## src/rtl/instr_fsm.sv

```systemverilog
// Controller FSM for the Simple RISC Machine: latches opcode/op on a start
// strobe and walks the datapath through the per-instruction strobe sequence.
module instr_fsm (
    input  logic       clk,
    input  logic       reset,
    input  logic       s,
    input  logic [2:0] opcode,
    input  logic [1:0] op,
    output logic       w,
    output logic       bad,
    output logic [2:0] nsel,
    output logic       loada,
    output logic       loadb,
    output logic       asel,
    output logic       bsel,
    output logic       loadc,
    output logic       loads,
    output logic [1:0] vsel,
    output logic       write
);

    typedef enum logic [2:0] {
        ST_WAIT,
        ST_DECODE,
        ST_GETA,
        ST_GETB,
        ST_ALU,
        ST_WRITEREG,
        ST_WRITEIMM
    } state_t;

    localparam logic [2:0] NSEL_RN   = 3'b100;
    localparam logic [2:0] NSEL_RD   = 3'b010;
    localparam logic [2:0] NSEL_RM   = 3'b001;
    localparam logic [1:0] VSEL_IMM8 = 2'b01;
    localparam logic [1:0] VSEL_C    = 2'b11;

    state_t     state_reg, state_next;
    logic [2:0] opcode_reg, opcode_next;
    logic [1:0] op_reg, op_next;

    // Instruction class from the latched copy only, so upstream may move on
    // to the next instruction word as soon as the start edge has passed.
    logic is_movi, is_movr, is_add, is_and, is_cmp, is_mvn, is_supported;

    always_comb begin
        is_movi      = (opcode_reg == 3'b110) && (op_reg == 2'b10);
        is_movr      = (opcode_reg == 3'b110) && (op_reg == 2'b00);
        is_add       = (opcode_reg == 3'b101) && (op_reg == 2'b00);
        is_and       = (opcode_reg == 3'b101) && (op_reg == 2'b10);
        is_cmp       = (opcode_reg == 3'b101) && (op_reg == 2'b01);
        is_mvn       = (opcode_reg == 3'b101) && (op_reg == 2'b11);
        is_supported = is_movi | is_movr | is_add | is_and | is_cmp | is_mvn;
    end

    always_ff @(posedge clk) begin
        if (reset) begin
            state_reg  <= ST_WAIT;
            opcode_reg <= 3'b000;
            op_reg     <= 2'b00;
        end else begin
            state_reg  <= state_next;
            opcode_reg <= opcode_next;
            op_reg     <= op_next;
        end
    end

    always_comb begin
        state_next  = state_reg;
        opcode_next = opcode_reg;
        op_next     = op_reg;
        case (state_reg)
            ST_WAIT: begin
                if (s) begin
                    state_next  = ST_DECODE;
                    opcode_next = opcode;
                    op_next     = op;
                end
            end
            ST_DECODE: begin
                if (is_movi)
                    state_next = ST_WRITEIMM;
                else if (is_movr || is_mvn)
                    state_next = ST_GETB;
                else if (is_add || is_and || is_cmp)
                    state_next = ST_GETA;
                else
                    state_next = ST_WAIT;
            end
            ST_GETA:     state_next = ST_GETB;
            ST_GETB:     state_next = ST_ALU;
            // CMP only updates status, so it has no writeback step.
            ST_ALU:      state_next = is_cmp ? ST_WAIT : ST_WRITEREG;
            ST_WRITEREG: state_next = ST_WAIT;
            ST_WRITEIMM: state_next = ST_WAIT;
            default:     state_next = ST_WAIT;
        endcase
    end

    always_comb begin
        w     = 1'b0;
        bad   = 1'b0;
        nsel  = 3'b000;
        loada = 1'b0;
        loadb = 1'b0;
        asel  = 1'b0;
        bsel  = 1'b0;
        loadc = 1'b0;
        loads = 1'b0;
        vsel  = 2'b00;
        write = 1'b0;
        case (state_reg)
            ST_WAIT:   w   = 1'b1;
            ST_DECODE: bad = ~is_supported;
            ST_GETA: begin
                nsel  = NSEL_RN;
                loada = 1'b1;
            end
            ST_GETB: begin
                nsel  = NSEL_RM;
                loadb = 1'b1;
            end
            ST_ALU: begin
                loadc = ~is_cmp;
                loads = is_cmp;
                // Single-operand ops never load A, so zero it at the ALU.
                asel  = is_movr | is_mvn;
            end
            ST_WRITEREG: begin
                nsel  = NSEL_RD;
                vsel  = VSEL_C;
                write = 1'b1;
            end
            ST_WRITEIMM: begin
                nsel  = NSEL_RN;
                vsel  = VSEL_IMM8;
                write = 1'b1;
            end
            default: w = 1'b0;
        endcase
    end

endmodule
```

## config.mk

```make
export PLATFORM = sky130hd
export DESIGN_NAME = instr_fsm
export DESIGN_NICKNAME = d
export VERILOG_FILES = /design/src/rtl/instr_fsm.sv
export SDC_FILE = /design/constraint.sdc
export NUM_CORES = 1
export LEC_CHECK = 0
export ABC_AREA = 1
export CAP_MARGIN = 20
export CORE_AREA = 2 2 39 41
export DETAILED_ROUTE_END_ITERATION = 10
export DIE_AREA = 0 0 41 43
export PLACE_DENSITY = 0.74
export SLEW_MARGIN = 10
export SYNTH_ARGS = -nofsm -noshare
export SYNTH_HDL_FRONTEND = slang
export SYNTH_SLANG_ARGS = --single-unit
```

## constraint.sdc

```tcl
create_clock -name clk -period 2.3 [get_ports clk]
set_input_delay 0.345 -clock clk [delete_from_list [all_inputs] [get_ports clk]]
set_output_delay 0.345 -clock clk [all_outputs]
set_load 0.005 [all_outputs]
```

Word level (Yosys, flattened, before mapping)
Cells that the tools add are included.
{ "op_classes": {"reduce_logical": 14, "multipliers": 0, "magnitude_cmp": 0, "n_shift": 0, "eq_ne": 12, "n_mux": 16, "bitwise_logic": 8, "n_div": 0, "add_sub_neg": 0} }
{ "ops": {"columns": ["op", "n"], "rows": [
  ["$eq 3x3->1 const B", 5],
  ["$pmux 3 s5", 1],
  ["$mux 3", 3],
  ["$pmux 3 s3", 1],
  ["$mux 1", 8],
  ["$eq 3x2->1 const B", 2],
  ["$logic_and 1x1->1", 6],
  ["$or 1x1->1", 6],
  ["$eq 2x2->1 const B", 2],
  ["$mux 2", 2],
  ["$pmux 2 s2", 1],
  ["$reduce_or 2->1", 2],
  ["$eq 3x1->1 const B", 1],
  ["$logic_not 3->1", 1],
  ["$logic_or 1x1->1", 3],
  ["$eq 2x1->1 const B", 1],
  ["$logic_not 2->1", 1],
  ["$ne 2x2->1 const B", 1],
  ["$not 1->1", 2],
  ["$reduce_and 2->1", 1]
]} }
{ "word_totals": {"wordCells": 53, "in_bits": 8, "mem_bits_ro": 0, "out_inout_bits": 14, "latch_bits": 0, "ramBits": 0, "regBits": 8, "n_memories": 0} }

Longest topological paths before layout
{ "depth": {"word_depth": 9, "ltp_mapped": 7, "mapped_depth_nobuf": 7} }

Worst setup path before layout
No wires, ideal clock.
{ "synth_path": {"path_kind": "reg-to-output", "start": "reg state_reg[2]", "end": "out vsel[0]", "path_buffers": 1, "required_time_ns": 1.955, "stages_incl_launch_ff": 4, "arrival_ns": 0.882, "slack_ns": 1.073, "path_cell_list": "dfxtp_1 inv_4 a21oi_1 buf_4"} }
{ "synth_via": {"elab_chain_cells": 2, "elab_cells_between_ends": 3, "classes_between": "2 x eq/ne; 1 x mux"} }
{ "synth_rtl": {"columns": ["item", "line_no", "rtl"], "rows": [
  ["start: declaration", "38", "state_t state_reg, state_next;"],
  ["start signal: assignment", "62", "state_reg <= state_next;"],
  ["$eq 3x3->1", "112", "case (state_reg)"],
  ["$pmux 2 s2 *", "112", null],
  ["end: declaration", "18", "output logic [1:0] vsel,"]
]} }
Mark *: on every way between the ends. The rest lies on a longest branch, timed or not.

Final worst setup path
{ "layout_path": {"start": "reg state_reg[2]", "end": "out asel"} }
{ "layout_via": {"elab_chain_cells": 2} }
{ "layout_rtl": {"columns": ["item", "line_no", "rtl"], "rows": [
  ["$eq 3x3->1", "112", null],
  ["$mux 1", "112", null],
  ["end: declaration", "14", "output logic asel,"]
]} }
No other way between the ends.

==> metrics.txt <==
status=complete, no violations; Pre-antenna DRT Iters=3; initial core utilization=37.16%; Hold Buf Count CTS=0; routed len/inst=8.983 um; Die X=41 um; syn avg cell area=6.271 um2; setup TNS=0 ns; worst vdd rail ir drop=0.0002752 V; sequential share of the synthesized area=31.14%; placed wire-length estimate=872.6 um; Clk Latency, worst-skew pair=0.26 ns; Core Util, Final=52.80%; WL final=1.051 mm; clock root buffer=clkbuf_4; mapped cell area=514.2 um2; number of buffers created by CTS=3; hold endpoint=opcode_reg[2]; Crit Path Max Fanout=7; Max Cap Violations=0; Ant. Diodes=0; dpl cells=114; clock sink count=8; Cell Count, Final, Fillers Out=117; layout cells sized above 1=10.89%; top-level port count=22; Hold Crit Start=opcode_reg[2]; HP Class=reg -> reg; Power Internal=236.0 uW; Ys Warns=0; fmax=497.2 MHz; startpoint types=flip-flop; Commonest cells post-synth=nand2_1, a21oi_1, nor2_1; Clk pin slew, worst setup/hold paths=0.05 ns; Final Hold Viols=0; RR Startpoint=state_reg[0]; Main synth FF type=dfxtp_1; Final Skew=0.006392 ns; Final WS setup=0.2887 ns; top cell type's share of synthesized area=31.14%; pin count of the biggest net entering global routing=9; CP arrival=1.67 ns; synth top area cells=dfxtp_1, nand2_1, a21oi_1, nor2_1, inv_1; CTS H-tree depth=1; Tot GR Track Use=14.50%; initial antenna violation count=0; CP endpoint kind=output pin; Routed Antenna Nets=0; sequential power share=47.6%; Clk pwr share=33.9%; Detail Route met2 WL=513 um; core area=1384 um2; minimum setup slack among reg-to-reg paths=1.21 ns; first-pass GRT wire length=1.711 mm; Sw Pwr=86.17 uW; number of synthesized flops with an enable pin=0; power density cells=440.9 nW/um2; Via Count=532; Port Buf Inserts=20; top sig layer=met4; pre-CTS WS=0.5464 ns; Final setup viols=0; die area=1763 um2; post-route minimum period=2.011 ns; Nets=111; Comb pwr share=18.5%; Die Ht=43 um; gr ovfl total=0; WL met3=96 um; Leakage=0.3310 nW; Fin Hold WS=0.4813 ns; P&R area growth vs syn=42.09%; FF-to-FF End=opcode_reg[1]; Cells after Synth=82; Sw Share=26.75%; unrepaired setup endpoints after global routing=false; top-count cell post-synth=nand2_1; Via-to-Cell Ratio=4.547; Slew Limit Fails=0; Cells on Worst Hold Path=2; GP Congestion=0.7932; asr flop ratio synth=0%; Worst R2R Path Depth=6; Distinct cells, synth=18; met1 WL=416 um; critical path type=reg -> out; DRC=0; Synth area leader=dfxtp_1; Worst EP required=1.96 ns; First DRT Iteration DRCs=12; Tcrit/Tclk final=87.45%; clk buf depth=2; vias in the first global route=445; Cell Rows=14; CTS tree=built; post-CTS sizing=0; post-CTS setup buffers=0; synthesis-stage register bit count=8; fillers=143; syn_nets=90
## cells in the final DEF, fill, tap and decap left out
cell / n
nand2_1: 19
nand3_2: 1
nor2_4: 2
nand2_2: 2
inv_4: 1
nor2_1: 11
o21ai_0: 1
clkbuf_4: 3
conb_1: 1
nand2_4: 1
inv_1: 10
nor3_1: 1
inv_2: 1
dfxtp_1: 8
nand3_1: 7
clkdlybuf4s50_1: 20
a21oi_1: 11
nand3b_1: 1
## metal layers
| layer | vias to the layer above | track usage (%) |
|---|---|---|
| li1 | 290 | - |
| met1 | 220 | 17.53 |
| met2 | 20 | 21.25 |
| met3 | 2 | 5.236 |
| met4 | 0 | 8.000 |
| met5 | - | 0 |
## metrics by stage
step | power [mW] | area (um2)
detailed placement | 0.2161 | 708.2
global route | 0.3429 | 730.7
floorplan | 0.1905 | 514.2
CTS | 0.3268 | 730.7
global placement | 0.2159 | 708.2
finish | 0.3222 | 730.7
## power by group through the flow
stage,clock network (mW),registers [mW],logic [mW]
global placement,0,0.156,0.0598
CTS,0.113,0.153,0.0603
global route,0.121,0.155,0.0673
finish,0.109,0.153,0.0597
detailed placement,0,0.156,0.0600
floorplan,0,0.155,0.0357
## worst max path at each step
stage	slack, ns	start	end
2_1_floorplan	1.07	state_reg[2]	vsel[0]
3_3_place_gp	0.58	state_reg[2]	asel
3_5_place_dp	0.55	state_reg[2]	asel
4_1_cts	0.27	state_reg[2]	asel
5_1_grt	0.18	state_reg[2]	asel
6_report	0.29	state_reg[2]	asel
## kinds of logic (layout without fill, tap and decap cells)
kind of cell / after synthesis / in the layout / synth area share, %
other cells: 1 / 1 / 0.7292
compound gates: 12 / 12 / 11.68
flops: 8 / 8 / 31.14
simple gates: 45 / 45 / 42.09
buf+inv: 16 / 35 / 14.36
## critical path: stages (launching register included)
cell and delay (ns):
dfxtp_1 0.51, inv_4 0.09, nor2_4 0.14, inv_1 0.06, a21oi_1 0.10, clkdlybuf4s50_1 0.51
## cell type report
class | instances | area (um2) | area share [%]
sequential | 8 | 160.2 | 21.92
timing repair buffer | 20 | 200.2 | 27.40
multi-input combinational | 58 | 280.3 | 38.36
tap | 16 | 20.02 | 2.740
inverter | 12 | 47.55 | 6.507
clock buffer | 3 | 22.52 | 3.082
No activity file was read; power rests on OpenSTA's default activity.
